==> src/rtl/arb_pkg.sv <==
// ============================================================================
// Module : arb_pkg
// Brief  : Shared defaults and types for the arbitrated request queue.
// Rev    : 1.0  initial release
// ============================================================================
`default_nettype none

package arb_pkg;

    localparam int unsigned DW_DEFAULT    = 8;
    localparam int unsigned DEPTH_DEFAULT = 4;

    // Bit i is channel i, for both request and grant.
    typedef logic [1:0] req_vec_t;

    typedef logic ch_idx_t;

endpackage : arb_pkg

`default_nettype wire

==> src/rtl/req_fifo.sv <==
// ============================================================================
// Module : req_fifo
// Brief  : Single-clock FIFO with a separate occupancy counter; storage is not reset.
// Rev    : 1.0  initial release
// ============================================================================
`default_nettype none

module req_fifo #(
    parameter int unsigned DW    = 8,
    parameter int unsigned DEPTH = 4
) (
    input  logic                     clk,
    input  logic                     rst,
    input  logic                     push_i,
    input  logic [DW-1:0]            push_data_i,
    input  logic                     pop_i,
    output logic [DW-1:0]            pop_data_o,
    output logic                     full_o,
    output logic                     empty_o,
    output logic [$clog2(DEPTH):0]   count_o
);

    localparam int unsigned AW = $clog2(DEPTH);
    localparam logic [AW:0]   c_full_cnt = (AW+1)'(DEPTH);
    localparam logic [AW:0]   c_cnt_one  = (AW+1)'(1);
    localparam logic [AW-1:0] c_ptr_one  = AW'(1);

    logic [DW-1:0] mem_q [DEPTH];
    logic [AW-1:0] wr_ptr_q, wr_ptr_d;
    logic [AW-1:0] rd_ptr_q, rd_ptr_d;
    logic [AW:0]   count_q,  count_d;
    logic          w_push;
    logic          w_pop;

    // Full/empty come from registered occupancy, so a same-cycle pop never frees a slot.
    assign full_o     = (count_q == c_full_cnt);
    assign empty_o    = (count_q == '0);
    assign count_o    = count_q;
    assign pop_data_o = mem_q[rd_ptr_q];

    assign w_push = push_i && !full_o;
    assign w_pop  = pop_i  && !empty_o;

    always_comb begin
        wr_ptr_d = wr_ptr_q;
        rd_ptr_d = rd_ptr_q;
        count_d  = count_q;
        if (w_push) begin
            wr_ptr_d = wr_ptr_q + c_ptr_one;
        end
        if (w_pop) begin
            rd_ptr_d = rd_ptr_q + c_ptr_one;
        end
        if (w_push && !w_pop) begin
            count_d = count_q + c_cnt_one;
        end else if (w_pop && !w_push) begin
            count_d = count_q - c_cnt_one;
        end
    end

    always_ff @(posedge clk) begin
        if (rst) begin
            wr_ptr_q <= '0;
            rd_ptr_q <= '0;
            count_q  <= '0;
        end else begin
            wr_ptr_q <= wr_ptr_d;
            rd_ptr_q <= rd_ptr_d;
            count_q  <= count_d;
        end
    end

    always_ff @(posedge clk) begin
        if (!rst && w_push) begin
            mem_q[wr_ptr_q] <= push_data_i;
        end
    end

endmodule : req_fifo

`default_nettype wire

==> src/rtl/arb_req_queue.sv <==
// ============================================================================
// Module : arb_req_queue
// Brief  : Two client FIFOs feeding a downstream 2-way arbiter; pops on a one-hot grant.
//          Optional grant statistics enabled by macro ARB_REQ_STATS_EN.
// Rev    : 1.0  initial release
// ============================================================================
`default_nettype none

module arb_req_queue
    import arb_pkg::*;
#(
    parameter int unsigned DW    = DW_DEFAULT,
    parameter int unsigned DEPTH = DEPTH_DEFAULT
) (
    input  logic          clk,
    input  logic          rst,
    input  logic          in0_valid,
    input  logic [DW-1:0] in0_data,
    output logic          in0_ready,
    input  logic          in1_valid,
    input  logic [DW-1:0] in1_data,
    output logic          in1_ready,
    output logic [1:0]    request,
    input  logic [1:0]    grant,
    output logic          out_valid,
    output logic [DW-1:0] out_data,
    output logic          out_src,
    output logic          err,
    output logic [15:0]   gnt_cnt0,
    output logic [15:0]   gnt_cnt1
);

    localparam int unsigned AW = $clog2(DEPTH);

    logic [1:0]    w_push_v;
    logic [DW-1:0] w_push_d [2];
    logic [DW-1:0] w_head   [2];
    logic [AW:0]   w_count  [2];
    logic [1:0]    w_full;
    logic [1:0]    w_empty;
    req_vec_t      w_req;
    req_vec_t      w_accept;
    logic          w_proto_err;

    logic          out_valid_q;
    logic [DW-1:0] out_data_q;
    ch_idx_t       out_src_q;
    logic          err_q;

    assign w_push_v    = {in1_valid, in0_valid};
    assign w_push_d[0] = in0_data;
    assign w_push_d[1] = in1_data;

    for (genvar g = 0; g < 2; g++) begin : g_ch
        req_fifo #(
            .DW    (DW),
            .DEPTH (DEPTH)
        ) u_fifo (
            .clk         (clk),
            .rst         (rst),
            .push_i      (w_push_v[g]),
            .push_data_i (w_push_d[g]),
            .pop_i       (w_accept[g]),
            .pop_data_o  (w_head[g]),
            .full_o      (w_full[g]),
            .empty_o     (w_empty[g]),
            .count_o     (w_count[g])
        );

        assign w_req[g] = (w_count[g] != '0);
    end

    assign in0_ready = !w_full[0];
    assign in1_ready = !w_full[1];
    assign request   = w_req;

    // Only a clean one-hot grant against a non-empty channel pops anything.
    assign w_accept[0] = (grant == 2'b01) && !w_empty[0];
    assign w_accept[1] = (grant == 2'b10) && !w_empty[1];
    assign w_proto_err = (grant == 2'b11)
                       || (grant[0] && w_empty[0])
                       || (grant[1] && w_empty[1]);

    always_ff @(posedge clk) begin
        if (rst) begin
            out_valid_q <= 1'b0;
            out_data_q  <= '0;
            out_src_q   <= 1'b0;
            err_q       <= 1'b0;
        end else begin
            out_valid_q <= |w_accept;
            if (w_accept[0]) begin
                out_data_q <= w_head[0];
                out_src_q  <= 1'b0;
            end else if (w_accept[1]) begin
                out_data_q <= w_head[1];
                out_src_q  <= 1'b1;
            end
            err_q <= err_q | w_proto_err;
        end
    end

    assign out_valid = out_valid_q;
    assign out_data  = out_data_q;
    assign out_src   = out_src_q;
    assign err       = err_q;

`ifdef ARB_REQ_STATS_EN
    logic [15:0] gnt_cnt_q [2];

    always_ff @(posedge clk) begin
        if (rst) begin
            gnt_cnt_q[0] <= '0;
            gnt_cnt_q[1] <= '0;
        end else begin
            for (int i = 0; i < 2; i++) begin
                if (w_accept[i] && (gnt_cnt_q[i] != 16'hFFFF)) begin
                    gnt_cnt_q[i] <= gnt_cnt_q[i] + 16'd1;
                end
            end
        end
    end

    assign gnt_cnt0 = gnt_cnt_q[0];
    assign gnt_cnt1 = gnt_cnt_q[1];
`else
    assign gnt_cnt0 = 16'h0000;
    assign gnt_cnt1 = 16'h0000;
`endif

endmodule : arb_req_queue

`default_nettype wire

==> config.mk <==
export PLATFORM = sky130hd
export DESIGN_NAME = arb_req_queue
export DESIGN_NICKNAME = d
export VERILOG_FILES = /design/src/rtl/arb_pkg.sv /design/src/rtl/req_fifo.sv /design/src/rtl/arb_req_queue.sv
export SDC_FILE = /design/constraint.sdc
export NUM_CORES = 1
export LEC_CHECK = 0
export CAP_MARGIN = 20
export CORE_UTILIZATION = 50
export CTS_CLUSTER_DIAMETER = 200
export CTS_CLUSTER_SIZE = 20
export DETAILED_ROUTE_END_ITERATION = 8
export PLACE_DENSITY_LB_ADDON = 0.12
export SYNTH_ARGS = -nofsm -noshare
export SYNTH_HDL_FRONTEND = slang
export SYNTH_SLANG_ARGS = --single-unit
==> constraint.sdc <==
create_clock -name clk -period 3.9 [get_ports clk]
set_clock_uncertainty 0.05 [all_clocks]
set_input_delay 0.78 -clock clk [delete_from_list [all_inputs] [get_ports clk]]
set_output_delay 0.78 -clock clk [all_outputs]
set_load 0.005 [all_outputs]
==> results of run 1 <==
==> worst max-delay path, cell delays in order (launching register included) <==
cell and delay, ns:
dfxtp_1 0.39, nor3_2 0.56, inv_1 0.34, clkdlybuf4s50_1 0.53
==> where the power goes <==
part | switching (mW) | total, mW | internal [mW] | leakage [nW]
combinational | 0.388 | 0.743 | 0.356 | 0.696
clock | 0.360 | 0.611 | 0.251 | 0.0972
sequential | 0.115 | 1.29 | 1.18 | 0.819
total | 0.862 | 2.65 | 1.79 | 1.61
==> layout by cell type, fill, tap and decap left out, types with 2 or more instances in the layout <==
| cell type | n |
|---|---|
| a21oi_1 | 15 |
| a221oi_1 | 8 |
| and2_1 | 8 |
| buf_4 | 3 |
| clkbuf_8 | 9 |
| clkdlybuf4s50_1 | 36 |
| conb_1 | 32 |
| dfxtp_1 | 29 |
| edfxtp_1 | 64 |
| fa_1 | 2 |
| ha_1 | 10 |
| inv_1 | 14 |
| inv_6 | 2 |
| inv_8 | 3 |
| mux2i_1 | 2 |
| mux4_1 | 16 |
| nand2_1 | 2 |
| nand2b_1 | 2 |
| nand3_1 | 6 |
| nor2_1 | 6 |
| nor2b_1 | 2 |
| nor3_1 | 18 |
| nor3b_1 | 2 |
| nor4_1 | 8 |
| o21ai_0 | 9 |
| o31ai_1 | 2 |
| or3_1 | 2 |
| or4_1 | 2 |
| xor2_1 | 4 |
==> worst paths after layout <==
path                                                                to  slack, ns  cells after the start
worst min-delay path                                    err$_SDFF_PP0_       0.40                      2
worst min register to register                          err$_SDFF_PP0_       0.40                      2
worst max register to register  g_ch[1].u_fifo.count_o[2]$_SDFFE_PP0P_       1.04                      9
worst max-delay path                                        request[1]       0.90                      3
==> sequential cells by signal, summed over array words and instances, names as in the netlist, named ones only <==
name	cells
g_ch.u_fifo.mem_q	64
g_ch.u_fifo.rd_ptr_q	4
g_ch.u_fifo.wr_ptr_q	4
out_valid	1
out_src	1
g_ch.u_fifo.count_o	6
out_data	8
err	1
==> metal layers <==
metal | up-vias | global-route usage, %
met1 | 1068 | 23.3
met4 | 0 | 6.15
li1 | 1093 | -
met2 | 65 | 28.1
met3 | 9 | 5.83
met5 | - | 0
==> kinds of logic after synthesis <==
group | synth area share (%)
flops | 60.9
simple gates | 8.59
other cells | 0.0913
fa+ha+maj | 4.02
buf+inv | 9.68
mux | 10.7
xor+xnor | 0.853
compound gates | 5.15
==> stage by stage <==
stage               hold WS, ns  utilization [%]  setup WS [ns]
floorplan                 0.392                -           1.49
global placement          0.383             56.0          0.898
global route              0.436             58.4          0.708
CTS                       0.402             58.4          0.881
finish                    0.397             58.4          0.895
detailed placement        0.389             56.0          0.800
==> final cells by class <==
type	instances	area (µm²)	share of cell area, %
tap	102	128	2.79
inverter	15	56.3	1.23
clock inverter	6	60.1	1.31
clock buffer	10	128	2.79
multi-input combinational	162	1330	28.9
timing repair buffer	39	383	8.36
sequential	93	2500	54.6
==> results.txt, run 1 <==
----------------------------------------------------
[Outcome]
  Outcome ... finished, final reports clean

[Clock tree]
  Post-CTS clock slew at the launch and capture registers of the worst setup and hold paths ... 0.10 ns
  Later-pin clock latency in the skew report ... 0.36 ns
  TritonCTS Buffers ... 9
  CTS resizes ... 0
  Clock buffer depth ... 2
  Setup Buffers After CTS ... 0
  TritonCTS clock tree ... built
  Total clock sinks ... 93
  Clk root buf ... clkbuf_8
  CTS H-tree lvls ... 3
  CTS hold repair buffers ... 0

[Routing]
  DRC violations left ... 0
  Total length of routed met3 wires ... 316 µm
  Via count ... 2235
  Routed metal-1 wire length ... 3.13 mm
  Total wire length after detailed routing ... 6.89 mm
  Detailed-routed wire length on met2 ... 3.35 mm
  Highest routing layer actually used ... met4
  Routed wirelength normalized by instance count ... 16.1 µm
  Remaining antenna violation count ... 0
  Initial DRT Pass Iterations ... 4
  Starting DRC count in detailed routing ... 177
  Post-DR vias/cell ... 5.23

[Synth]
  Yosys warns ... 0
  Area share of the largest cell type after synthesis ... 46.8%
  Library cell with the highest instance count after synthesis ... edfxtp_1
  Yosys reg bits ... 93
  Main area contributors after synthesis ... edfxtp_1 (47%), dfxtp_1 (14%), mux4_1 (10%)
  Sequential cell area fraction in the yosys report ... 60.9%
  EDFF count, synth ... 64
  Post-synthesis cell type count ... 34
  Number of cells produced by synthesis ... 286
  Most used flip-flop cell after synthesis ... edfxtp_1
  Fraction of synthesis flops using an asynchronous set or reset pin ... 0%
  Area of the mapped netlist ... 4110 µm²
  Synthesized area per cell ... 14.4 µm²
  Synth cell count leaders ... edfxtp_1 (64), buf_4 (34), dfxtp_1 (29)
  Area leader, netlist ... edfxtp_1

[Finish]
  Cell area after layout ... 4580 µm²
  Non-Filler Instances ... 427
  Count of antenna diodes in the layout ... 0
  Area grow syn2layout ... 11.5%
  Fraction of layout instances using a drive strength above 1 ... 6.46%
  Filler Cell Count ... 634
  Number of nets in the layout ... 354

[Timing]
  Number of hold violations in the final report ... 0
  Final Critical Period ... 3.00 ns
  Ratio of final minimum period to clock period ... 77.1%
  Max-slew headroom ... 57.1%
  Final sum of negative setup slack ... 0 ns
  Max Freq ... 333 MHz
  Count of pins over their slew limit ... 0
  Setup-failing EPs final ... 0
  Worst-Margin Slew ... 0.640 ns
  Unrepaired setup endpoints after global routing ... no

[Place]
  Area of placed instances ... 4390 µm²
  Placed cell count ... 411
  Placer congestion estimate ... 0.736
  Detailed placement HPWL ... 4.88 mm
  Port Buffers ... 36

[Setup path]
  Worst Setup Path Type ... reg2out
  Critical path data arrival time ... 2.17 ns
  Crit Reg-Reg Startpoint ... g_ch[1].u_fifo.count_o[0]$_SDFFE_PP0P_
  Data required, critical path ... 3.07 ns
  CP Launch Type ... register
  Peak fanout along the critical path ... 12
  CP Launch Point ... g_ch[1].u_fifo.count_o[0]$_SDFFE_PP0P_
  Crit end category ... output port

[Global route]
  Antenna violations before repair ... 0
  Largest net degree at the start of global routing ... 19
  Global-route wire length before repair ... 11.2 mm
  Remaining global-route overflow ... 0
  Vias in the first global route ... 2182
  Total track usage ... 17.8%

[Floorplan]
  Area of the core ... 7850 µm²
  Die Span Y ... 92.7 µm
  Starting density of the core ... 52.4%
  Die Width ... 92.7 µm
  DIE AREA ... 8580 µm²
  Number of placement rows ... 32
  Boundary Pins ... 69

[Power and ir drop]
  Final Power ... 2.65 mW
  Worst voltage drop across the vdd grid ... 0.297 mV
  Static Leakage ... 1.61 nW
  Total power divided by cell area ... 578 nW/µm²

[Worst hold path]
  Origin of the worst min-delay path ... err$_SDFF_PP0_
  Path category of the worst min-delay check ... reg2reg

[Run]
  Number of max-capacitance violations reported ... 0

----------------------------------------------------
Power figures use the tool's default switching activity.
==> run 2: changes to the inputs <==
==> constraint.sdc (replaced) <==
create_clock -name clk -period 2.91 [get_ports clk]
set_clock_uncertainty 0.05 [all_clocks]
set_input_delay 0.582 -clock clk [delete_from_list [all_inputs] [get_ports clk]]
set_output_delay 0.582 -clock clk [all_outputs]
set_load 0.005 [all_outputs]
==> results.txt, run 2 (synthesis results as in run 1) <==
----------------------------------------------------
[Setup path]
  Data required, critical path ... 2.28 ns (was 3.07 ns)
  Crit end category ... output port (unchanged)
  Worst Setup Path Type ... reg2out (unchanged)
  Critical path data arrival time ... 1.99 ns (was 2.17 ns)
  Reg-to-reg setup timing slack ... 0.43 ns (was 1.04 ns)
  CP Launch Type ... register (unchanged)
  Crit Reg-Reg Startpoint ... g_ch[0].u_fifo.count_o[0]$_SDFFE_PP0P_ (was g_ch[1].u_fifo.count_o[0]$_SDFFE_PP0P_)
  Cell depth of the worst flop-to-flop path ... 9 (unchanged)
  Peak fanout along the critical path ... 14 (was 12)
  FF-to-FF End ... g_ch[0].u_fifo.count_o[2]$_SDFFE_PP0P_ (was g_ch[1].u_fifo.count_o[2]$_SDFFE_PP0P_)

[Place]
  Detailed placement HPWL ... 4.81 mm (was 4.88 mm)
  Placer congestion estimate ... 0.786 (was 0.736)
  Area of placed instances ... 4420 µm² (was 4390 µm²)
  Port Buffers ... 36 (unchanged)
  Placed cell count ... 414 (was 411)

[Worst hold path]
  Instance count along the most critical hold path ... 2 (unchanged)
  Path category of the worst min-delay check ... reg2reg (unchanged)
  Origin of the worst min-delay path ... err$_SDFF_PP0_ (unchanged)
  Terminating pin of the worst hold path ... err$_SDFF_PP0_ (unchanged)

[Global route]
  Largest net degree at the start of global routing ... 17 (was 19)
  Vias in the first global route ... 2161 (was 2182)
  Remaining global-route overflow ... 0 (unchanged)
  Global-route wire length before repair ... 10.9 mm (was 11.2 mm)
  Antenna violations before repair ... 0 (unchanged)
  Total track usage ... 17.5% (was 17.8%)

[Floorplan]
  Area of the core ... 7850 µm² (unchanged)
  DIE AREA ... 8580 µm² (unchanged)
  Number of placement rows ... 32 (unchanged)
  Die Width ... 92.7 µm (unchanged)
  Boundary Pins ... 69 (unchanged)
  Die Span Y ... 92.7 µm (unchanged)
  Starting density of the core ... 52.4% (unchanged)

[Timing]
  Max-slew headroom ... 61.6% (was 57.1%)
  Final Critical Period ... 2.62 ns
  Unrepaired setup endpoints after global routing ... no (unchanged)
  Max Freq ... 381 MHz
  Number of hold violations in the final report ... 0 (unchanged)
  Ratio of final minimum period to clock period ... 90.2%
  Worst-Margin Slew ... 0.574 ns (was 0.640 ns)
  Final hold slack ... 0.399 ns (was 0.397 ns)
  Setup-failing EPs final ... 0 (unchanged)
  Count of pins over their slew limit ... 0 (unchanged)
  Final sum of negative setup slack ... 0 ns (unchanged)

[Power and ir drop]
  Worst voltage drop across the vdd grid ... 0.304 mV (was 0.297 mV)
  Total power divided by cell area ... 790 nW/µm² (was 578 nW/µm²)
  Static Leakage ... 1.63 nW (was 1.61 nW)

[Clock tree]
  CTS H-tree lvls ... 3 (unchanged)
  Post-CTS clock slew at the launch and capture registers of the worst setup and hold paths ... 0.09 ns (was 0.10 ns)
  Clk root buf ... clkbuf_8 (unchanged)
  Setup Buffers After CTS ... 0 (unchanged)
  Later-pin clock latency in the skew report ... 0.35 ns (was 0.36 ns)
  TritonCTS Buffers ... 9 (unchanged)
  TritonCTS clock tree ... built (unchanged)
  Total clock sinks ... 93 (unchanged)
  Clock buffer depth ... 2 (unchanged)

[Routing]
  Initial DRT Pass Iterations ... 4 (unchanged)
  Post-DR vias/cell ... 5.29 (was 5.23)
  Total wire length after detailed routing ... 6.88 mm (was 6.89 mm)
  Via count ... 2274 (was 2235)
  DRC violations left ... 0 (unchanged)
  Starting DRC count in detailed routing ... 170 (was 177)
  Routed wirelength normalized by instance count ... 16.0 µm (was 16.1 µm)
  Remaining antenna violation count ... 0 (unchanged)

[Finish]
  Register bank with the most flops ... g_ch.u_fifo.mem_q (unchanged)
  Cell area after layout ... 4620 µm² (was 4580 µm²)
  Count of antenna diodes in the layout ... 0 (unchanged)
  Max reg flops ... 64 (unchanged)
  Commonest non-fill, non-tap cells in the layout ... edfxtp_1 (64), clkdlybuf4s50_1 (36), conb_1 (32) (unchanged)
  Non-Filler Instances ... 430 (was 427)
  Fraction of layout instances using a drive strength above 1 ... 7.32% (was 6.46%)
  Area grow syn2layout ... 12.4% (was 11.5%)
  Number of nets in the layout ... 357 (was 354)
  Most common cell after layout, fill and taps aside ... edfxtp_1 (unchanged)
  Filler Cell Count ... 649 (was 634)
  Fin util ... 58.9% (was 58.4%)

[Run]
  Number of max-capacitance violations reported ... 0 (unchanged)

[Outcome]
  Outcome ... finished, final reports clean (unchanged)

----------------------------------------------------
## run 2: power by group
part           leakage, nW  switching [mW]  internal [mW]
clock network       0.0976           0.452          0.400
logic                0.712           0.541          0.520
registers            0.819           0.156           1.58
total                 1.63            1.15           2.50
## run 2: final cells by class
cell class                      count  area (µm²)  share of cell area, %
Inverter                           15        56.3                   1.22
Timing Repair Buffer               42         405                   8.78
Multi-Input combinational cell    162        1330                   28.8
Clock buffer                        9         124                   2.68
Clock inverter                      7        72.6                   1.57
Sequential cell                    93        2500                   54.2
Tap cell                          102         128                   2.76
## run 2: repair_timing
item	in CTS	in global routing
setup endpoints to repair	0	1
resized for setup	0	1
hold buffers	0	0
## run 2: critical path, cell delays in order (launching register included)
cell and delay, ns:
dfxtp_1 0.39, nor3_4 0.54, inv_2 0.07, buf_4 0.19, clkdlybuf4s50_1 0.44
## run 2: per-stage QoR
stage	total power [mW]	setup WS, ns
floorplan	2.49	0.695
global placement	2.80	0.263
detailed placement	2.81	0.178
CTS	3.66	0.133
global route	3.87	0.162
finish	3.65	0.286
## run 2: how the worst max path moves through the flow
stage	slack, ns	startpoint	depth (start not counted)	to
floorplan	0.69	grant[0]	9	g_ch[0].u_fifo.count_o[2]$_SDFFE_PP0P_
detailed placement	0.18	grant[1]	9	g_ch[1].u_fifo.count_o[2]$_SDFFE_PP0P_
global placement	0.26	grant[1]	9	g_ch[1].u_fifo.count_o[2]$_SDFFE_PP0P_
CTS	0.13	g_ch[1].u_fifo.count_o[0]$_SDFFE_PP0P_	4	request[1]
global route	0.16	g_ch[0].u_fifo.count_o[0]$_SDFFE_PP0P_	4	request[0]
finish	0.29	g_ch[0].u_fifo.count_o[0]$_SDFFE_PP0P_	4	request[0]
## run 2: layer usage
metal	vias to the layer above	part of all wire, %	track usage, %
met2	76	47	27.0
met3	12	4.0	3.45
met5	-	0	0
met1	1095	46	23.8
li1	1091	-	-
met4	0	2.5	8.59
==> run 3: changes to the inputs <==
--- a/config.mk
+++ b/config.mk
@@ -6,6 +6,7 @@
 export NUM_CORES = 1
 export LEC_CHECK = 0
 export CAP_MARGIN = 20
+export CORE_MARGIN = 2
 export CORE_UTILIZATION = 50
 export CTS_CLUSTER_DIAMETER = 200
 export CTS_CLUSTER_SIZE = 20
==> constraint.sdc (replaced) <==
create_clock -name clk -period 2.8 [get_ports clk]
set_clock_uncertainty 0.05 [all_clocks]
set_input_delay 0.56 -clock clk [delete_from_list [all_inputs] [get_ports clk]]
set_output_delay 0.56 -clock clk [all_outputs]
set_load 0.005 [all_outputs]
==> results.txt, run 3 (synthesis results as in run 1) <==
----------------------------------------------------
[Outcome]
  Outcome ... finished, final reports clean (unchanged)

[Setup path]
  Peak fanout along the critical path ... 14 (unchanged)
  Critical path data arrival time ... 1.99 ns (about the same)
  Slowest-stage cell, CP ... nor3_4 (unchanged)
  CP bufs+invs ... 3 (unchanged)
  Number of stages on the worst setup path ... 4 (unchanged)
  Crit end category ... output port (unchanged)
  Worst stage delay on the critical path ... 0.54 ns (about the same)
  Gate family responsible for the most delay along the worst path ... buffers and inverters (unchanged)
  CP Launch Type ... register (unchanged)
  Data required, critical path ... 2.19 ns (was 2.28 ns)
  Worst Setup Path Type ... reg2out (unchanged)
  Cell depth of the worst flop-to-flop path ... 9 (unchanged)
  CP cell instances ... nor3_4, inv_2, buf_4, clkdlybuf4s50_1 (unchanged)

[Routing]
  Remaining antenna violation count ... 0 (unchanged)
  Via count ... 2303 (was 2274)
  Total wire length after detailed routing ... 7.00 mm (was 6.88 mm)
  DRC violations left ... 0 (unchanged)
  Starting DRC count in detailed routing ... 96 (was 170)
  Post-DR vias/cell ... 5.33 (was 5.29)
  Routed wirelength normalized by instance count ... 16.2 µm (was 16.0 µm)
  Initial DRT Pass Iterations ... 4 (unchanged)

[Global route]
  Global-route met3 utilization ... 3.75% (was 3.45%)
  Largest net degree at the start of global routing ... 26 (was 17)
  Global Route met1 Usage ... 23.1% (was 23.8%)
  Global-route wire length before repair ... 11.2 mm (was 10.9 mm)
  Antenna violations before repair ... 0 (unchanged)
  Vias in the first global route ... 2181 (was 2161)
  Remaining global-route overflow ... 0 (unchanged)
  Met2 Use GR ... 27.4% (was 27.0%)
  Grt peak-use layer ... met2 (unchanged)
  Total track usage ... 17.3% (was 17.5%)

[Finish]
  Number of nets in the layout ... 356 (was 357)
  Most common cell after layout, fill and taps aside ... edfxtp_1 (unchanged)
  Area grow syn2layout ... 12.0% (was 12.4%)
  Filler Cell Count ... 653 (was 649)
  Fraction of layout instances using a drive strength above 1 ... 7.03% (was 7.32%)
  Max reg flops ... 64 (unchanged)
  Commonest non-fill, non-tap cells in the layout ... edfxtp_1 (64), clkdlybuf4s50_1 (36), conb_1 (32) (unchanged)
  Register bank with the most flops ... g_ch.u_fifo.mem_q (unchanged)
  Fin util ... 56.9% (was 58.9%)
  Count of antenna diodes in the layout ... 0 (unchanged)
  Non-Filler Instances ... 432 (was 430)

[Clock tree]
  TritonCTS Buffers ... 9 (unchanged)
  TritonCTS clock tree ... built (unchanged)
  Clock buffer depth ... 2 (unchanged)
  Setup Buffers After CTS ... 0 (unchanged)
  Later-pin clock latency in the skew report ... 0.36 ns (was 0.35 ns)
  Total clock sinks ... 93 (unchanged)
  CTS H-tree lvls ... 3 (unchanged)
  Clk root buf ... clkbuf_8 (unchanged)
  Post-CTS clock slew at the launch and capture registers of the worst setup and hold paths ... 0.09 ns (about the same)

[Timing]
  Setup-failing EPs final ... 0 (unchanged)
  Count of pins over their slew limit ... 0 (unchanged)
  Final sum of negative setup slack ... 0 ns (unchanged)
  Number of hold violations in the final report ... 0 (unchanged)
  Final hold slack ... 0.401 ns (was 0.399 ns)
  Worst-Margin Slew ... 0.569 ns (was 0.574 ns)
  Max Freq ... 385 MHz
  Unrepaired setup endpoints after global routing ... no (unchanged)
  Ratio of final minimum period to clock period ... 92.8%
  Max-slew headroom ... 62.0% (was 61.6%)
  Final Critical Period ... 2.60 ns

[Place]
  Placed cell count ... 416 (was 414)
  Port Buffers ... 36 (unchanged)
  Detailed placement HPWL ... 4.83 mm (was 4.81 mm)
  Placer congestion estimate ... 0.733 (was 0.786)

[Power and ir drop]
  Worst voltage drop across the vdd grid ... 0.359 mV (was 0.304 mV)
  Final Power ... 3.73 mW (was 3.65 mW)
  Static Leakage ... 1.61 nW (was 1.63 nW)
  Total power divided by cell area ... 811 nW/µm² (was 790 nW/µm²)

[Floorplan]
  Boundary Pins ... 69 (unchanged)
  Area of the core ... 8090 µm² (was 7850 µm²)
  Starting density of the core ... 50.8% (was 52.4%)
  DIE AREA ... 8960 µm² (was 8580 µm²)
  Number of placement rows ... 33 (was 32)
  Die Width ... 94.7 µm (was 92.7 µm)
  Die Span Y ... 94.7 µm (was 92.7 µm)

[Run]
  Number of max-capacitance violations reported ... 0 (unchanged)

[Worst hold path]
  Path category of the worst min-delay check ... reg2reg (unchanged)
  Instance count along the most critical hold path ... 2 (unchanged)

----------------------------------------------------
[run 3: repair_timing]
item	4_1_cts	5_1_grt
endpoints found under the setup margin	0	2
hold buffers	0	0
gates resized for setup	0	1
[run 3: routing by layer]
| metal | part of all wire (%) | vias up |
|---|---|---|
| li1 | - | 1088 |
| met1 | 44 | 1130 |
| met2 | 49 | 76 |
| met3 | 4.9 | 9 |
| met4 | 1.6 | 0 |
| met5 | 0 | - |
[run 3: worst paths after layout]
path / start / slack [ns] / endpoint
setup / recovery: g_ch[0].u_fifo.count_o[0]$_SDFFE_PP0P_ / 0.20 / request[0]
hold reg to reg: err$_SDFF_PP0_ / 0.40 / err$_SDFF_PP0_
setup reg to reg: g_ch[0].u_fifo.count_o[0]$_SDFFE_PP0P_ / 0.34 / g_ch[0].u_fifo.count_o[2]$_SDFFE_PP0P_
hold / removal: err$_SDFF_PP0_ / 0.40 / err$_SDFF_PP0_
[run 3: tightest hold or removal path, stage by stage (launching register included)]
cell	delay, ns
dfxtp_1	0.32
inv_1	0.05
a21oi_1	0.05
[run 3: area by class of cell]
class                      count  area, µm²  share of cell area [%]
timing repair buffer          41        398                    8.65
sequential                    93       2500                    54.4
tap                          105        131                    2.85
inverter                      15       56.3                    1.22
clock inverter                 7       58.8                    1.28
multi-input combinational    162       1330                    28.9
clock buffer                   9        124                    2.69
[run 3: report_power, final]
part / internal, mW / switching, mW / total, mW
logic: 0.536 / 0.561 / 1.10
clock network: 0.337 / 0.494 / 0.831
registers: 1.64 / 0.164 / 1.81
[run 3: through the flow]
stage	setup WS (ns)	instance area, µm²
floorplan	0.607	4230
global placement	0.164	4410
detailed placement	0.0972	4410
CTS	0.0457	4600
global route	0.0389	4600
finish	0.200	4600
